[src/rtl/dram_rqst_splitter_pkg.sv]
// Shared definitions for the DRAM request splitter and the master controller's field extraction.
package dram_rqst_splitter_pkg;

  typedef enum logic [1:0] {
    ST_IDLE  = 2'd0,
    ST_ISSUE = 2'd1,
    ST_DRAIN = 2'd2
  } state_e;

  localparam int unsigned ADDR_W      = 32;
  localparam int unsigned LEN_W       = 12;
  localparam int unsigned RQST_W      = ADDR_W + LEN_W + 1;

  // Bit positions of the packed request entry {addr, len, rnw}
  localparam int unsigned ADDR_MSB    = 44;
  localparam int unsigned LEN_MSB     = 12;
  localparam int unsigned RNW_BIT     = 0;

  // Commands must be aligned to this many bytes in both address and length
  localparam int unsigned ALIGN_BYTES = 16;
  localparam int unsigned ALIGN_BITS  = $clog2(ALIGN_BYTES);

  typedef struct packed {
    logic [ADDR_W-1:0] addr;
    logic [LEN_W-1:0]  len;
    logic              rnw;
  } dram_rqst_t;

endpackage

[src/rtl/dram_rqst_splitter.sv]
// Splits one DMA command into boundary-aligned PLB bursts and tracks their completion.
module dram_rqst_splitter
  import dram_rqst_splitter_pkg::*;
#(
  parameter int unsigned DRAM_RQST_FIFO_DATA_WIDTH = 45,
  parameter int unsigned MAX_BURST_BYTES           = 128,
  parameter int unsigned CMD_LEN_WIDTH             = 24,
  parameter int unsigned OUTSTANDING_WIDTH         = 20
) (
  input  logic                                 Bus2IP_Clk,
  input  logic                                 Bus2IP_Reset,
  input  logic                                 i_cmd_valid,
  output logic                                 o_cmd_ready,
  input  logic [31:0]                          i_cmd_addr,
  input  logic [CMD_LEN_WIDTH-1:0]             i_cmd_bytes,
  input  logic                                 i_cmd_rnw,
  output logic [DRAM_RQST_FIFO_DATA_WIDTH-1:0] o_dram_rqst_fifo_data,
  output logic                                 o_dram_rqst_fifo_we,
  input  logic                                 i_dram_rqst_fifo_full,
  input  logic                                 i_rqst_complete,
  output logic                                 o_busy,
  output logic                                 o_done,
  output logic                                 o_err
);

  localparam int unsigned BURST_BITS = $clog2(MAX_BURST_BYTES);
  localparam int unsigned BND_W      = BURST_BITS + 1;

  state_e                       state, state_nxt;
  logic [ADDR_W-1:0]            addr_q, addr_d;
  logic [CMD_LEN_WIDTH-1:0]     remaining_q, remaining_d;
  logic                         rnw_q, rnw_d;
  logic [OUTSTANDING_WIDTH-1:0] outstanding_q, outstanding_d;
  logic                         done_q, done_d;
  logic                         err_q, err_d;

  logic [BND_W-1:0]             boundary;
  logic [CMD_LEN_WIDTH-1:0]     chunk;
  logic                         cmd_bad;
  logic                         push;
  logic                         cpl;
  dram_rqst_t                   rqst;

  // Largest burst that fits the remaining bytes without crossing a burst-aligned boundary
  always_comb begin
    boundary = BND_W'(MAX_BURST_BYTES) - BND_W'(addr_q[BURST_BITS-1:0]);
    chunk    = (remaining_q < CMD_LEN_WIDTH'(boundary)) ? remaining_q
                                                        : CMD_LEN_WIDTH'(boundary);
    cmd_bad  = (i_cmd_addr[ALIGN_BITS-1:0] != '0) ||
               (i_cmd_bytes[ALIGN_BITS-1:0] != '0) ||
               (i_cmd_bytes == '0);
    rqst.addr = addr_q;
    rqst.len  = LEN_W'(chunk);
    rqst.rnw  = rnw_q;
  end

  // Next-state, datapath update and pulse generation
  always_comb begin
    state_nxt     = state;
    addr_d        = addr_q;
    remaining_d   = remaining_q;
    rnw_d         = rnw_q;
    outstanding_d = outstanding_q;
    done_d        = 1'b0;
    err_d         = 1'b0;
    push          = 1'b0;
    cpl           = i_rqst_complete && (state != ST_IDLE);

    case (state)
      ST_IDLE: begin
        if (i_cmd_valid) begin
          if (cmd_bad) begin
            err_d = 1'b1;
          end else begin
            addr_d        = i_cmd_addr;
            remaining_d   = i_cmd_bytes;
            rnw_d         = i_cmd_rnw;
            outstanding_d = '0;
            state_nxt     = ST_ISSUE;
          end
        end
      end
      ST_ISSUE: begin
        push = !i_dram_rqst_fifo_full;
        if (push) begin
          addr_d      = addr_q + ADDR_W'(chunk);
          remaining_d = remaining_q - chunk;
          if (remaining_q == chunk) state_nxt = ST_DRAIN;
        end
      end
      ST_DRAIN: begin
        if (outstanding_q == '0) begin
          done_d    = 1'b1;
          state_nxt = ST_IDLE;
        end
      end
      default: state_nxt = ST_IDLE;
    endcase

    // A push and a completion in the same cycle cancel; decrement saturates at zero
    if (push && !cpl) begin
      outstanding_d = outstanding_q + OUTSTANDING_WIDTH'(1);
    end else if (!push && cpl && (outstanding_q != '0)) begin
      outstanding_d = outstanding_q - OUTSTANDING_WIDTH'(1);
    end
  end

  // State register
  always_ff @(posedge Bus2IP_Clk or posedge Bus2IP_Reset) begin
    if (Bus2IP_Reset) state <= ST_IDLE;
    else              state <= state_nxt;
  end

  // Datapath and pulse registers
  always_ff @(posedge Bus2IP_Clk or posedge Bus2IP_Reset) begin
    if (Bus2IP_Reset) begin
      addr_q        <= '0;
      remaining_q   <= '0;
      rnw_q         <= 1'b0;
      outstanding_q <= '0;
      done_q        <= 1'b0;
      err_q         <= 1'b0;
    end else begin
      addr_q        <= addr_d;
      remaining_q   <= remaining_d;
      rnw_q         <= rnw_d;
      outstanding_q <= outstanding_d;
      done_q        <= done_d;
      err_q         <= err_d;
    end
  end

  assign o_cmd_ready           = (state == ST_IDLE);
  assign o_busy                = (state != ST_IDLE);
  assign o_dram_rqst_fifo_we   = push;
  assign o_dram_rqst_fifo_data = (state == ST_ISSUE) ? DRAM_RQST_FIFO_DATA_WIDTH'(rqst) : '0;
  assign o_done                = done_q;
  assign o_err                 = err_q;

endmodule
[config.mk]
export PLATFORM = sky130hd
export DESIGN_NAME = dram_rqst_splitter
export DESIGN_NICKNAME = d
export VERILOG_FILES = /design/src/rtl/dram_rqst_splitter_pkg.sv /design/src/rtl/dram_rqst_splitter.sv
export SDC_FILE = /design/constraint.sdc
export NUM_CORES = 1
export LEC_CHECK = 0
export CAP_MARGIN = 20
export CORE_ASPECT_RATIO = 1.25
export CORE_MARGIN = 4
export CORE_UTILIZATION = 55
export DETAILED_ROUTE_END_ITERATION = 10
export PLACE_DENSITY = 0.89
export SYNTH_ARGS = -nofsm -noshare
export SYNTH_HDL_FRONTEND = slang
export SYNTH_SLANG_ARGS = --single-unit
[constraint.sdc]
create_clock -name Bus2IP_Clk -period 6.61 [get_ports Bus2IP_Clk]
set_input_delay 1.322 -clock Bus2IP_Clk [delete_from_list [all_inputs] [get_ports Bus2IP_Clk]]
set_output_delay 1.322 -clock Bus2IP_Clk [all_outputs]
set_load 0.05 [all_outputs]
; Word level (Yosys, flattened, before mapping)
; Index checks and enable logic that the tools add are counted.
[word_totals]
reg_bits = 81
latchBits = 0
mem_bits_rw = 0
romBits = 0
in_bits = 62
word_cells = 73
mem_count = 0
[classes]
addsub = 5
n_mul = 0
n_div = 0
order_cmp = 1
eq_ne = 9
shifts = 0
muxes = 27
bitwise_logic = 1
n_reduce_logical = 23
[ops]
columns = cell, n
row1 = 20-bit two-way mux, 5
row2 = 24-bit two-way mux, 4
row3 = 32-bit two-way mux, 3
row4 = 32-bit one-hot mux with 2 select lines, 1
row5 = 24-bit one-hot mux with 2 select lines, 1
row6 = 45-bit two-way mux, 1
row7 = 32-bit by 24-bit adder with 32-bit output, 1
row8 = 24-bit equality test, 1
row9 = 24-bit zero test, 1
row10 = 24-bit by 8-bit < comparator with 1-bit output, 1
row11 = 24-bit subtractor, 1
row12 = 20-bit by 1-bit adder with 20-bit output (second input constant), 1
row13 = 20-bit zero test, 1
row14 = 20-bit nonzero test, 1
row15 = 20-bit by 1-bit subtractor with 20-bit output (second input constant), 1
row16 = 2-bit two-way mux, 5
row17 = 2-bit != test (second input constant), 5
row18 = 4-bit nonzero test, 2
row19 = 8-bit by 7-bit subtractor with 8-bit output (first input constant), 1
row20 = 1-bit two-way mux, 6
row21 = 2-bit one-hot mux with 3 select lines, 1
row22 = 3-bit AND reduction, 2
row23 = 3-bit nonzero test, 2
row24 = 5-bit AND reduction, 1
row25 = 10 further kinds, 17

; Longest topological paths before layout
; Gate-level depths: netlist (run 1).
[logic_depth]
depth_word = 8
mapped_depth = 24
depth_no_buf = 23

; Least setup slack after synthesis (run 1)
; No wires, ideal clock.
[synth_timing]
kind = register to register
start = register remaining_q[10]
end = register addr_q[28]
setup_ns = 0.094
arrival_time_ns = 4.918
required_ns = 6.516
path_slack_ns = 1.598
path_stages_with_launch = 22
n_path_buf = 1
synth_period_minus_slack_ns = 5.012
path_cell_list = dfrtp_1 > nor4_4 > nand2b_2 > or4_4 > nor3_4 > nand2b_2 > or4_4 > a211o_1 > buf_6 > mux2i_1 > ha_1 > inv_1 > fa_1 > nor2b_1 > o211ai_1 > a31oi_1 > a211oi_1 > nor3_1 > o22ai_1 > nor4_1 > nor3_1 > a211oi_1
[synth_between]
elab_chain_len = 5
[synth_rtl]
columns = item, line_no
row1 = "start, declared", dram_rqst_splitter.sv:31  ; logic [CMD_LEN_WIDTH-1:0] remaining_q, remaining_d;
row2 = "start signal, assigned", dram_rqst_splitter.sv:125  ; remaining_q <= remaining_d;
row3 = 24-bit by 8-bit < comparator with 1-bit output, dram_rqst_splitter.sv:47  ; chunk = (remaining_q < CMD_LEN_WIDTH'(boundary)) ? remaining_q
row4 = 24-bit two-way mux *, dram_rqst_splitter.sv:47
row5 = 32-bit by 24-bit adder with 32-bit output *, dram_rqst_splitter.sv:86  ; addr_d = addr_q + ADDR_W'(chunk);
row6 = 32-bit two-way mux *, dram_rqst_splitter.sv:85  ; if (push) begin
row7 = 32-bit one-hot mux with 2 select lines *, dram_rqst_splitter.sv:69  ; case (state)
row8 = "end signal, assigned", dram_rqst_splitter.sv:124  ; addr_q <= addr_d;
row9 = "end, declared", dram_rqst_splitter.sv:30  ; logic [ADDR_W-1:0] addr_q, addr_d;
; Mark *: on every way between the ends. The rest lies on a longest branch, timed or not. The select of a mux whose other input is x is not followed.
; A chain may end at the register's enable or synchronous reset.

; Worst setup path after layout (run 1)
; Same ends and word-level chain as after synthesis.

==> results of run 1 <==
## state kept, by name (all words and copies together), names as in the netlist
name and count:
remaining_q 24, state 2, addr_q 32, rnw_q 1
o_done 1, outstanding_q 20, o_err 1
## synth_stat cells, types with 9 or more instances
library cell / number
nand2_1: 70
xnor2_1: 11
a211oi_1: 12
a31oi_1: 23
mux2i_1: 11
or3_1: 12
o21ai_0: 66
dfrtp_1: 81
a21oi_1: 74
nor2b_1: 9
ha_1: 43
nor3_1: 29
nor2_1: 74
nand3_1: 33
inv_1: 42
clkbuf_1: 44
a22oi_1: 13
and3_1: 18
and2_1: 33
a21o_1: 13
nor4_1: 16
## cell usage in the layout, fill, tap and decap left out, drive strengths merged, types with 15 or more instances in the layout
master         instances
nor3                  30
and3                  19
and2                  33
inv                   41
nor2                  75
clkdlybuf4s50        107
ha                    43
a31oi                 23
o21ai                 66
a21oi                 74
dfrtp                 81
nand3                 33
or3                   15
nor4                  17
conb                  20
nand2                 70
## cells by family (layout without fill, tap and decap cells)
group | Yosys count | after routing | synth area share, %
adder cells (fa/ha/maj) | 45 | 45 | 8.56
flip-flops | 81 | 81 | 30.0
XOR/XNOR | 18 | 18 | 2.33
buffers and inverters | 93 | 172 | 5.52
AND/OR/NAND/NOR | 336 | 336 | 25.7
AO/OA/AOI/OAI | 276 | 276 | 26.0
multiplexers | 12 | 12 | 1.85
other | 1 | 20 | 0.0555
## area by class of cell
type / count / area [um^2] / share of cell area [%]
repair buffers: 116 / 1140 / 13.8
clock inverters: 3 / 42.5 / 0.515
flip-flops and latches: 81 / 2030 / 24.5
multi-input cells: 707 / 4440 / 53.8
clock buffers: 11 / 243 / 2.94
inverters: 42 / 159 / 1.92
well taps: 164 / 205 / 2.49
## where the power goes
| part | switching [mW] | internal, mW | total, mW |
|---|---|---|---|
| Sequential | 0.0997 | 0.561 | 0.660 |
| Clock | 0.204 | 0.298 | 0.502 |
| Combinational | 0.279 | 0.209 | 0.488 |
| Total | 0.583 | 1.07 | 1.65 |
## worst min path at each step
stage | from | end | slack (ps) | depth (start not counted)
floorplan | rnw_q | rnw_q | 440 | 2
global placement | rnw_q | rnw_q | 460 | 2
detailed placement | rnw_q | rnw_q | 480 | 2
CTS | rnw_q | rnw_q | 490 | 2
global route | rnw_q | rnw_q | 520 | 2
finish | rnw_q | rnw_q | 490 | 2
## per-layer routing
layer / vias up / wire length, um
met5: - / 0
met4: 0 / 528
met3: 45 / 1360
met2: 317 / 9510
met1: 3258 / 7780
li1: 3334 / -
## metrics by stage
step	utilization [%]	setup WS [ps]
final	68.2	669
after detailed placement	65.9	773
after floorplan	-	1600
after CTS	68.2	734
after global routing	68.2	361
after global placement	65.9	1060
## worst max-delay path: stages, from the launching register on
cell and delay, ps:
dfrtp_1 430, nor4_4 420, nand2b_2 160, or4_4 550, nor3_4 190, nand2b_2 110, or4_4 440, a211o_1 460
mux2i_1 330, ha_1 230, inv_1 50, fa_1 380, nor2b_1 200, o211ai_1 140, a31oi_1 440, a211oi_1 220
nor3_1 230, o22ai_1 220, nor4_1 310, nor3_1 80, a211oi_1 240
==> qor.yml, run 1 <==
setup_violations: 0
synth-seq-cells: 81
layout-drive-gt1-share_pct: 4.58
gp_congestion: 0.946
fill_cells: 995
power_per_cell_area_nw_per_um2: 200
clk_pin_slew_ps: 60
async_flop_share_pct: 100
gr-total-overflow: 0
reg2reg_from: "remaining_q[10]"
start_util_pct: 55.8
ctsResizeCount: 0
hp-class: "flip-flop to flip-flop"
critPathLaunchType: "flip-flop"
final_cells: 1124
vias: 6954
n_antenna_cell: 0
power.static_leakage_nw: 3.64
drtAntennaViolNets: 0
synthCells: 862
grt_setup_unrepaired: "no"
vias_per_cell: 6.19
grt_pass1_vias: 6606
synth_flop_cell: "dfrtp_1"
root_buffer: "clkbuf_16"
syn_to_final_growth_pct: 22.3
antenna_found_initial: 0
met2_usage_pct: 45.9
clock_sinks: 81
grt_pass1_wl_um: 31900
top_usage_layer: "met2"
required_ps: 6850
cts.hold.buffers_added: 0
htree_levels: 3
drc: 0
relSlewSlack_pct: 34.8
rows: 45
io_buffer_count: 107
arrival_ps: 6180
p_total_mw: 1.65
cp-end-kind: "flip-flop"
clk_path_buf_depth: 2
grt_max_degree: 77
use_met3_pct: 4.21
period_share_pct: 89.9
core_um2: 12100
drtPass1Iterations: 5
cp_max_fo: 8
outcome: "completed"
netlist.area_leader.share_pct: 30.0
fmax_mhz: 168
skew_ps: 5.42
worstRegToRegCells: 20
fin_crit_ps: 5940
die_w_um: 107
drv_cap: 0
initialDrtViolationCount: 469
synth_warnings: 0
cts_buffers: 9
ys_top_cells_by_area: "dfrtp_1 (30%), ha_1 (8.0%), a21oi_1 (5.5%), o21ai_0 (4.9%), nor2_1 (4.1%)"
dieHeight_um: 132
grtUsageTotal_pct: 27.2
synthDistinctLibCells: 71
design_area_um2: 8260
grt_use_met1_pct: 35.1
syn_area_per_cell_um2: 7.83
syn-cell-area_um2: 6750
routed_wl_um: 19200
max_slew.worst_pin.slew_ps: 978
synth_edf_count: 0
worstSetupStartpoint: "remaining_q[10]"
fin_nets: 1064
critPathKind: "flip-flop to flip-flop"
placed_cells: 1110
postCtsSetupBuffers: 0
r2r_end: "addr_q[28]"
dieArea_um2: 14100
max-vdd-ir-drop_uv: 167
yosysSeqAreaShare_pct: 30.0
clk_latency_ps: 340
holdWs_ps: 491
ios: 112
place_area_um2: 7970
cts_tree: "yes"
hold_violations: 0
slew_viol_final: 0
crit_end: "addr_q[28]"
setup-tns-final_ps: 0
yosys.area.top_type: "dfrtp_1"
r2r_slack_ps: 670
drt-wirelength-per-cell_um: 17.1
dpl.hpwl_um: 13800
No activity file was read; power rests on OpenSTA's default activity.
==> inputs of run 2 (changes only) <==
TNS_END_PERCENT = 100   (was not set)
==> results of run 2 <==
Same layout as run 1: the final DEF is identical, and so are final timing and power.
==> inputs of run 3 (changes only) <==
CAP_MARGIN = not set   (was 20)
MAX_ROUTING_LAYER = met4   (was not set)
==> qor.yml, run 3 (same netlist as run 1, synthesis figures left out) <==
start_util_pct: 55.8
fin_nets: 1064
layout_commonest_cell: "clkdlybuf4s50_1"
critPathLaunchType: "flip-flop"
r2r_slack_ps: 770
dpl.hpwl_um: 13700
grt_max_degree: 82
syn_to_final_growth_pct: 22.0
vias: 6928
period_share_pct: 88.4
power.static_leakage_nw: 3.63
fmax_mhz: 171
drv_cap: 0
clk_latency_ps: 350
drtAntennaViolNets: 0
reg2reg_from: "remaining_q[8]"
clock_sinks: 81
arrival_ps: 6070
hold_violations: 0
drt-wirelength-per-cell_um: 17.3
max-vdd-ir-drop_uv: 104
hp-class: "flip-flop to flip-flop"
io_buffer_count: 107
clk_pin_slew_ps: 60
hold_start: "rnw_q"
die_w_um: 107
fill_cells: 1000
setup_violations: 0
n_antenna_cell: 0
postCtsSetupBuffers: 0
relSlewSlack_pct: 18.0
top_usage_layer: "met2"
min_to: "rnw_q"
grt_use_met1_pct: 37.2
fin_crit_ps: 5840
reg_top3: "addr_q (32), remaining_q (24), outstanding_q (20)"
grt_pass1_vias: 6564
grt_pass1_wl_um: 32400
dieHeight_um: 132
cp_max_fo: 8
vias_per_cell: 6.16
core_um2: 12100
fin_util_pct: 68.0
critPathBufInv: 0
rows: 45
outcome: "completed"
grt_setup_unrepaired: "no"
dieArea_um2: 14100
p_total_mw: 1.62
cts.hold.buffers_added: 0
skew_ps: 7.09
largest_reg_flops: 32
max_slew.worst_pin.slew_ps: 1230
place_area_um2: 7970
path_common_cell: "o21ai_0"
layout-drive-gt1-share_pct: 4.58
final_cell_mix: "clkdlybuf4s50_1 (107), dfrtp_1 (81), a21oi_1 (74), nor2_1 (73), nand2_1 (70)"
largest-register: "addr_q"
root_buffer: "clkbuf_16"
cp-end-kind: "flip-flop"
design_area_um2: 8240
power_per_cell_area_nw_per_um2: 197
htree_levels: 3
routed_wl_um: 19400
r2r_end: "remaining_q[14]"
slowest_stage: "o21ai_0"
initialDrtViolationCount: 520
cp_top_family: "compound AO/OA/AOI/OAI gates"
slew_viol_final: 0
cpPeakStageDelay_ps: 590
worstPathCellList: "nor4_4 -> nand2b_2 -> or4_4 -> nor3_4 -> nand2b_2 -> or4_4 -> a211o_1 -> mux2_4 -> ha_1 -> nor2b_1 -> o21ai_0 -> a21oi_1 -> o21ai_0 -> a21oi_1 -> o21ai_0 -> nand2_1 -> o311a_2 -> a211o_1"
gr-total-overflow: 0
use_met3_pct: 4.51
grtUsageTotal_pct: 28.4
antenna_found_initial: 0
worstRegToRegCells: 18
setup-tns-final_ps: 0
required_ps: 6840
gp_congestion: 0.974
whs_path_depth: 2
ctsResizeCount: 0
met2_usage_pct: 46.3
drc: 0
cts_tree: "yes"
critPathKind: "flip-flop to flip-flop"
cts_buffers: 9
clk_path_buf_depth: 2
drtPass1Iterations: 5
ios: 112
==> run 3: cell count changes in the layout (fill, tap and decap cells not counted) <==
cell / change
clkinv_2: +1
bufinv_16: -1
clkbuf_1: +1
==> run 3: power by group <==
group	internal, mW	switching, mW	total, mW
registers	0.561	0.0990	0.660
logic	0.214	0.283	0.496
clock network	0.262	0.205	0.467
==> run 3: area by class of cell <==
| cell class | count | area (um^2) | area share, % |
|---|---|---|---|
| clock buffers | 12 | 246 | 2.99 |
| clock inverters | 3 | 17.5 | 0.213 |
| inverters | 42 | 159 | 1.93 |
| multi-input cells | 707 | 4440 | 53.9 |
| flip-flops and latches | 81 | 2030 | 24.6 |
| well taps | 164 | 205 | 2.49 |
| repair buffers | 116 | 1140 | 13.8 |
==> run 3: worst max path at each step <==
stage / startpoint / end / slack [ps] / depth (start not counted)
after floorplan: remaining_q[10] / addr_q[28] / 1600 / 21
final: remaining_q[8] / remaining_q[14] / 770 / 18
after detailed placement: remaining_q[10] / remaining_q[14] / 920 / 18
after global placement: remaining_q[10] / remaining_q[14] / 1090 / 18
after global routing: remaining_q[8] / remaining_q[10] / 390 / 19
after CTS: remaining_q[10] / remaining_q[14] / 880 / 18
==> run 3: stage by stage <==
step / hold WS, ps / setup WS (ps) / instances
floorplan: 437 / 1600 / 881
global placement: 452 / 1090 / 1110
global route: 520 / 387 / 1125
detailed placement: 472 / 920 / 1110
CTS: 486 / 880 / 1125
finish: 482 / 769 / 1125
==> run 3: worst min-delay path, cell delays in order, from the launching register on <==
cell     delay [ps]
dfrtp_1         340
nand2_1          50
nand2_1          60
==> run 3: metal layers <==
| layer | vias to the layer above | share of wire, % |
|---|---|---|
| li1 | 3335 | - |
| met1 | 3302 | 42 |
| met2 | 260 | 50 |
| met3 | 31 | 6.2 |
| met4 | 0 | 1.7 |
| met5 | - | 0 |
